[src/rtl/inst_prefetch_buf.sv]
// Instruction prefetch buffer: runs fetch ahead of decode into a small FIFO of
// {address, instruction} pairs, drained over valid/ready and flushed on redirect.
module inst_prefetch_buf #(
    parameter int unsigned          ADDR_W   = 32,
    parameter int unsigned          DATA_W   = 32,
    parameter int unsigned          DEPTH    = 4,
    parameter logic [ADDR_W-1:0]    RESET_PC = '0,
    parameter logic [DATA_W-1:0]    NOP_INST = 32'h0000_0013,
    localparam int unsigned         PTR_W    = $clog2(DEPTH),
    localparam int unsigned         CNT_W    = PTR_W + 1
) (
    input  logic                clk,
    input  logic                rst,
    output logic [ADDR_W-1:0]   rom_addr_o,
    output logic                rom_en_o,
    input  logic [DATA_W-1:0]   rom_inst_i,
    input  logic                jump_en_i,
    input  logic [ADDR_W-1:0]   jump_addr_i,
    output logic                valid_o,
    input  logic                ready_i,
    output logic [DATA_W-1:0]   inst_o,
    output logic [ADDR_W-1:0]   inst_addr_o,
    output logic [CNT_W-1:0]    count_o
);

    localparam logic [CNT_W-1:0] FULL_CNT = CNT_W'(DEPTH);

    logic [ADDR_W-1:0] r_fetch_pc;
    logic [PTR_W-1:0]  r_rd_ptr;
    logic [PTR_W-1:0]  r_wr_ptr;
    logic [CNT_W-1:0]  r_count;
    logic [ADDR_W-1:0] r_mem_addr [DEPTH];
    logic [DATA_W-1:0] r_mem_inst [DEPTH];

    logic              w_not_empty;
    logic              w_full;
    logic              w_pop;
    logic              w_push;
    logic [ADDR_W-1:0] w_jump_target;

    assign w_not_empty   = (r_count != '0);
    assign w_full        = (r_count == FULL_CNT);
    assign w_pop         = w_not_empty & ready_i & ~jump_en_i;
    // A full buffer can still fetch when the head leaves in the same cycle.
    assign w_push        = ~jump_en_i & (~w_full | w_pop);
    assign w_jump_target = jump_addr_i & ~ADDR_W'(3);

    always_ff @(posedge clk) begin
        if (!rst) begin
            r_fetch_pc <= RESET_PC;
            r_rd_ptr   <= '0;
            r_wr_ptr   <= '0;
            r_count    <= '0;
        end else if (jump_en_i) begin
            r_fetch_pc <= w_jump_target;
            r_rd_ptr   <= '0;
            r_wr_ptr   <= '0;
            r_count    <= '0;
        end else begin
            if (w_push) begin
                r_fetch_pc <= r_fetch_pc + ADDR_W'(4);
                r_wr_ptr   <= r_wr_ptr + PTR_W'(1);
            end
            if (w_pop) begin
                r_rd_ptr <= r_rd_ptr + PTR_W'(1);
            end
            unique case ({w_push, w_pop})
                2'b10:   r_count <= r_count + CNT_W'(1);
                2'b01:   r_count <= r_count - CNT_W'(1);
                default: r_count <= r_count;
            endcase
        end
    end

    // Storage needs no reset; occupancy is tracked entirely by r_count.
    always_ff @(posedge clk) begin
        if (rst && w_push) begin
            r_mem_addr[r_wr_ptr] <= r_fetch_pc;
            r_mem_inst[r_wr_ptr] <= rom_inst_i;
        end
    end

    assign rom_addr_o  = r_fetch_pc;
    assign rom_en_o    = w_push;
    assign valid_o     = w_not_empty;
    assign count_o     = r_count;
    assign inst_o      = w_not_empty ? r_mem_inst[r_rd_ptr] : NOP_INST;
    assign inst_addr_o = w_not_empty ? r_mem_addr[r_rd_ptr] : '0;

endmodule

[config.mk]
export PLATFORM = sky130hd
export DESIGN_NAME = inst_prefetch_buf
export DESIGN_NICKNAME = d
export VERILOG_FILES = /design/src/rtl/inst_prefetch_buf.sv
export SDC_FILE = /design/constraint.sdc
export NUM_CORES = 1
export LEC_CHECK = 0
export BUFFER_PORTS_ARGS = -buffer_cell sky130_fd_sc_hd__buf_2
export CORE_ASPECT_RATIO = 2
export CORE_MARGIN = 1
export CORE_UTILIZATION = 59
export CTS_BUF_LIST = sky130_fd_sc_hd__clkbuf_4 sky130_fd_sc_hd__clkbuf_8
export DETAILED_ROUTE_END_ITERATION = 12
export PLACE_DENSITY = 0.93
export SETUP_SLACK_MARGIN = 0.2
export SLEW_MARGIN = 15
export SYNTH_ARGS = -nofsm -noshare
export SYNTH_HDL_FRONTEND = slang
export SYNTH_SLANG_ARGS = --single-unit
[constraint.sdc]
create_clock -name clk -period 3.7 [get_ports clk]
set_input_delay 0.37 -clock clk [delete_from_list [all_inputs] [get_ports clk]]
set_output_delay 0.37 -clock clk [all_outputs]
set_load 0.02 [all_outputs]
==> qor_table.md <==
| Group | Result | This run |
| --- | --- | --- |
| placed design | Sum of net half-perimeters after detailed placement | 14,900 um |
| critical path | Slowest stage delay, CP | 730 ps |
| timing | Clock skew after layout | 24.4 ps |
| floorplan | Core Box Area | 18,900 um^2 |
| floorplan | Die Area | 20,100 um^2 |
| timing | RSZ-0062 raised after global routing | false |
| min path | Worst min-delay path category | in2reg |
| drt | Number of vias after detailed routing | 6,424 |
| yosys | Synth warn | 0 |
| min path | Startpoint of the worst hold path | rom_inst_i[28] |
| layout | Count of nets after finishing | 917 |
| critical path | Worst endpoint data arrival time | 2580 ps |
| global routing | Overflow left after global routing | 0 |
| critical path | Element type at the critical path start | flip-flop |
| pwr | Power per cell area | 470 nW/um^2 |
| timing | Endpoints failing setup | 0 |
| clock tree | Number of H-tree branching levels | 2 |
| global routing | Via count of the first global-routing pass | 6,596 |
| clock tree | Bufs on Longest Clock Path | 3 |
| placed design | Last weighted congestion value of the routability-driven placer | 0.872 |
| floorplan | Floorplan die height | 199 um |
| flow run | Max Cap Violations | 0 |
| drt | Post-detailed-route DRC marker count | 0 |
| yosys | Mean Syn Cell Area | 17.4 um^2 |
| critical path | Worst Path Required | 3330 ps |
| timing | Fin crit share | 79.6% |
| min path | Hold endpoint | r_mem_inst[0][28] |
| floorplan | Count of standard-cell rows | 71 |
| pwr | Worst IR drop on VDD | 0.372 mV |
| drt | Residual antenna-violating net count after detailed routing | 0 |
| clock tree | Cell at the root of the clock tree | clkbuf_8 |
| global routing | Global routing usage summed across all routing layers | 23.7% |
| global routing | Initial antenna violation count | 2 |
| floorplan | Overall die width | 101 um |
| yosys | Share of synthesized area occupied by flip-flops and latches | 71.6% |
| clock tree | Hold buffer count at cts | 0 |
| timing | Shortest period the worst path allows | 2950 ps |
| placed design | PortBufs | 162 |
| drt | Average vias per placed instance | 5.70 |
| drt | Router iterations before antenna repair | 4 |
| clock tree | Number of clock sinks seen by CTS | 287 |
| global routing | Wire length of the first global-routing pass | 34,900 um |
| layout | Share of final-layout standard cells stronger than drive strength 1 | 36.6% |
| critical path | Beginning of the worst register-to-register path | count_o[0] |
| clock tree | Clk Latency, worst-skew pair | 530 ps |
| drt | Starting DRC count in detailed routing | 321 |
| floorplan | Ports placed on the boundary | 169 |
| run status | Result of the run | finished, final reports clean |
| critical path | Reg2reg setup slack | 1130 ps |
| layout | FF+latch area | 8230 um^2 |
| critical path | Sequence of cells on the critical path | buf_4, mux4_2, or2_2, buf_2 |
| critical path | Number of buffer and inverter instances along the worst setup path | 2 |
| critical path | Number of cell instances on the worst register-to-register path | 7 |
| pwr | Power, Total | 6.29 mW |
| pwr | Reported leakage power | 4.82 nW |
| critical path | Capture point of the worst reg-to-reg path | r_mem_addr[3][25] |
| timing | Total negative slack | 0 ps |
| clock tree | Post-cts sizing count | 0 |
| critical path | Category of the worst setup path capture point | output port |
| global routing | Largest net degree at the start of global routing | 63 |
| drt | Final routed wirelength across all metal layers | 22,700 um |
| yosys | Post-synthesis register bit count | 287 |
| yosys | Cell area after technology mapping | 11,500 um^2 |
| timing | Max Slew Vio Count | 0 |
| clock tree | Postcts setup bufs | 0 |
| layout | Multi-input combinational cell area | 3070 um^2 |
| floorplan | Initial standard-cell utilization of the core | 60.7% |
| critical path | CP Class | reg2out |
| timing | Slew at the pin closest to its max-slew limit | 623 ps |
| critical path | Biggest fanout along the worst timing path | 27 |
| clock tree | Total CTS buffers | 37 |
| timing | Final hold violation count | 0 |
| critical path | Cell family with the largest share of critical-path delay | flip-flops |
| drt | Wire length per cell after detailed routing | 20.1 um |
| yosys | Library cells used by synthesis | 39 |
| layout | Filler Cell Count | 1,185 |
| timing | Maximum achievable frequency | 340 MHz |
| timing | Worst rel slew slack | 58.1% |
| layout | Layout-stage area growth over the synthesis result | 16.6% |
| yosys | Gate count after technology mapping | 660 |
| min path | Hold Path Stages | 1 |
| clock tree | Clock tree from TritonCTS | built |
| placed design | Placed instance area | 12,700 um^2 |
| layout | Final standard cell area without fillers | 13,400 um^2 |
| clock tree | Clock Pin Slew Worst Setup and Hold Paths | 80 ps |
| critical path | Critical-path cell with the highest stage delay | dfxtp_4 |
logic make-up after synthesis:
kind of cell	Yosys count	synth area share [%]
compound gates	65	3.38
simple gates	156	7.73
other cells	1	0.0326
xor+xnor	31	2.36
mux	63	12.2
flops	287	71.6
buf+inv	50	1.88
fa+ha+maj	7	0.762
layer usage:
metal  global-route usage (%)  routed length (um)  up-vias
li1                         -                   -     2919
met4                     14.0                1120        0
met2                     41.9               12200      273
met3                     3.57                1130       71
met1                     27.0                8200     3161
met5                        0                   0        -
layout by cell type (no fill, tap or decap), types with 10 or more instances in the layout:
master    count
buf_4        10
nor4_1       11
inv_1        10
mux4_2       62
clkbuf_4     13
xnor2_1      20
nor2_1       13
buf_2       162
and2_1       65
clkbuf_8     41
edfxtp_1    248
xor2_1       11
dfxtp_1      37
nand2_1      21
a21oi_1      19
o21ai_0      27
sequential cells by signal (all words and copies together) (netlist names), named ones only:
signal and cells:
r_mem_inst 128, r_mem_addr 120, r_rd_ptr 2, count_o 3, rom_addr_o 30, r_wr_ptr 2
how the worst max path moves through the flow:
stage	startpoint	endpoint	slack (ps)	depth (start not counted)
after floorplan	count_o[0]	r_mem_addr[0][10]	450	6
after global placement	rst	r_mem_addr[3][25]	1120	5
after detailed placement	rst	r_mem_addr[3][22]	1100	5
after CTS	flip-flop	inst_o[0]	660	4
after global routing	flip-flop	inst_o[0]	600	4
final	flip-flop	inst_o[0]	750	4
Yosys cell counts:
master,count,area [um^2]
inv_2,1,3.75
mux2i_1,1,10.0
nand4_1,6,37.5
buf_2,11,55.1
dfxtp_1,39,781
nor2b_1,3,18.8
a31oi_1,3,18.8
nand2_1,21,78.8
or2_2,3,18.8
and3_1,5,31.3
a21oi_1,19,95.1
o21ai_1,2,10.0
xnor2_1,20,175
a21boi_1,1,7.51
mux4_2,62,1400
nor2_1,13,48.8
conb_1,1,3.75
o21ai_0,27,135
edfxtp_1,248,7450
ha_1,7,87.6
nor3_1,7,35.0
nor4_1,11,68.8
o21ba_2,1,10.0
clkbuf_1,23,86.3
o311a_1,1,10.0
or3_1,2,12.5
and2_1,69,432
inv_1,11,41.3
a31o_2,1,8.76
a22o_1,2,17.5
and3_2,1,7.51
nand2b_1,5,31.3
xor2_1,11,96.3
o211ai_1,2,15.0
o211a_1,6,60.1
nand3_2,2,20.0
nand3_1,6,30.0
and4_1,2,17.5
buf_4,4,30.0
area by class of cell:
cell class / instances / area share, %
Antenna cell: 2 / 0.0373
Tap cell: 255 / 2.38
Clock buffer: 54 / 4.94
Timing Repair Buffer: 178 / 7.51
Inverter: 12 / 0.336
Sequential cell: 287 / 61.4
Multi-Input combinational cell: 326 / 22.9
Clock inverter: 13 / 0.485
worst register-to-register path, delay by kind of cell (launching register included):
family | cells | cell delay [ps]
flops | 1 | 390
buf+inv | 2 | 370
fa+ha+maj | 1 | 240
simple gates | 4 | 1260
where the power goes:
part	internal (mW)	total (mW)	switching (mW)
logic	0.157	0.381	0.224
registers	3.60	3.67	0.0735
clock network	1.16	2.24	1.09
through the flow:
step	util, %	instances	hold slack [ps]	worst slack, ps
4_1_cts	70.8	1125	29.4	662
3_3_place_gp	67.0	1058	490	1120
5_1_grt	70.8	1127	37.8	599
3_5_place_dp	67.0	1058	513	1100
2_1_floorplan	-	663	465	445
6_report	70.8	1127	57.5	755
(Power assumes the default switching activity.)
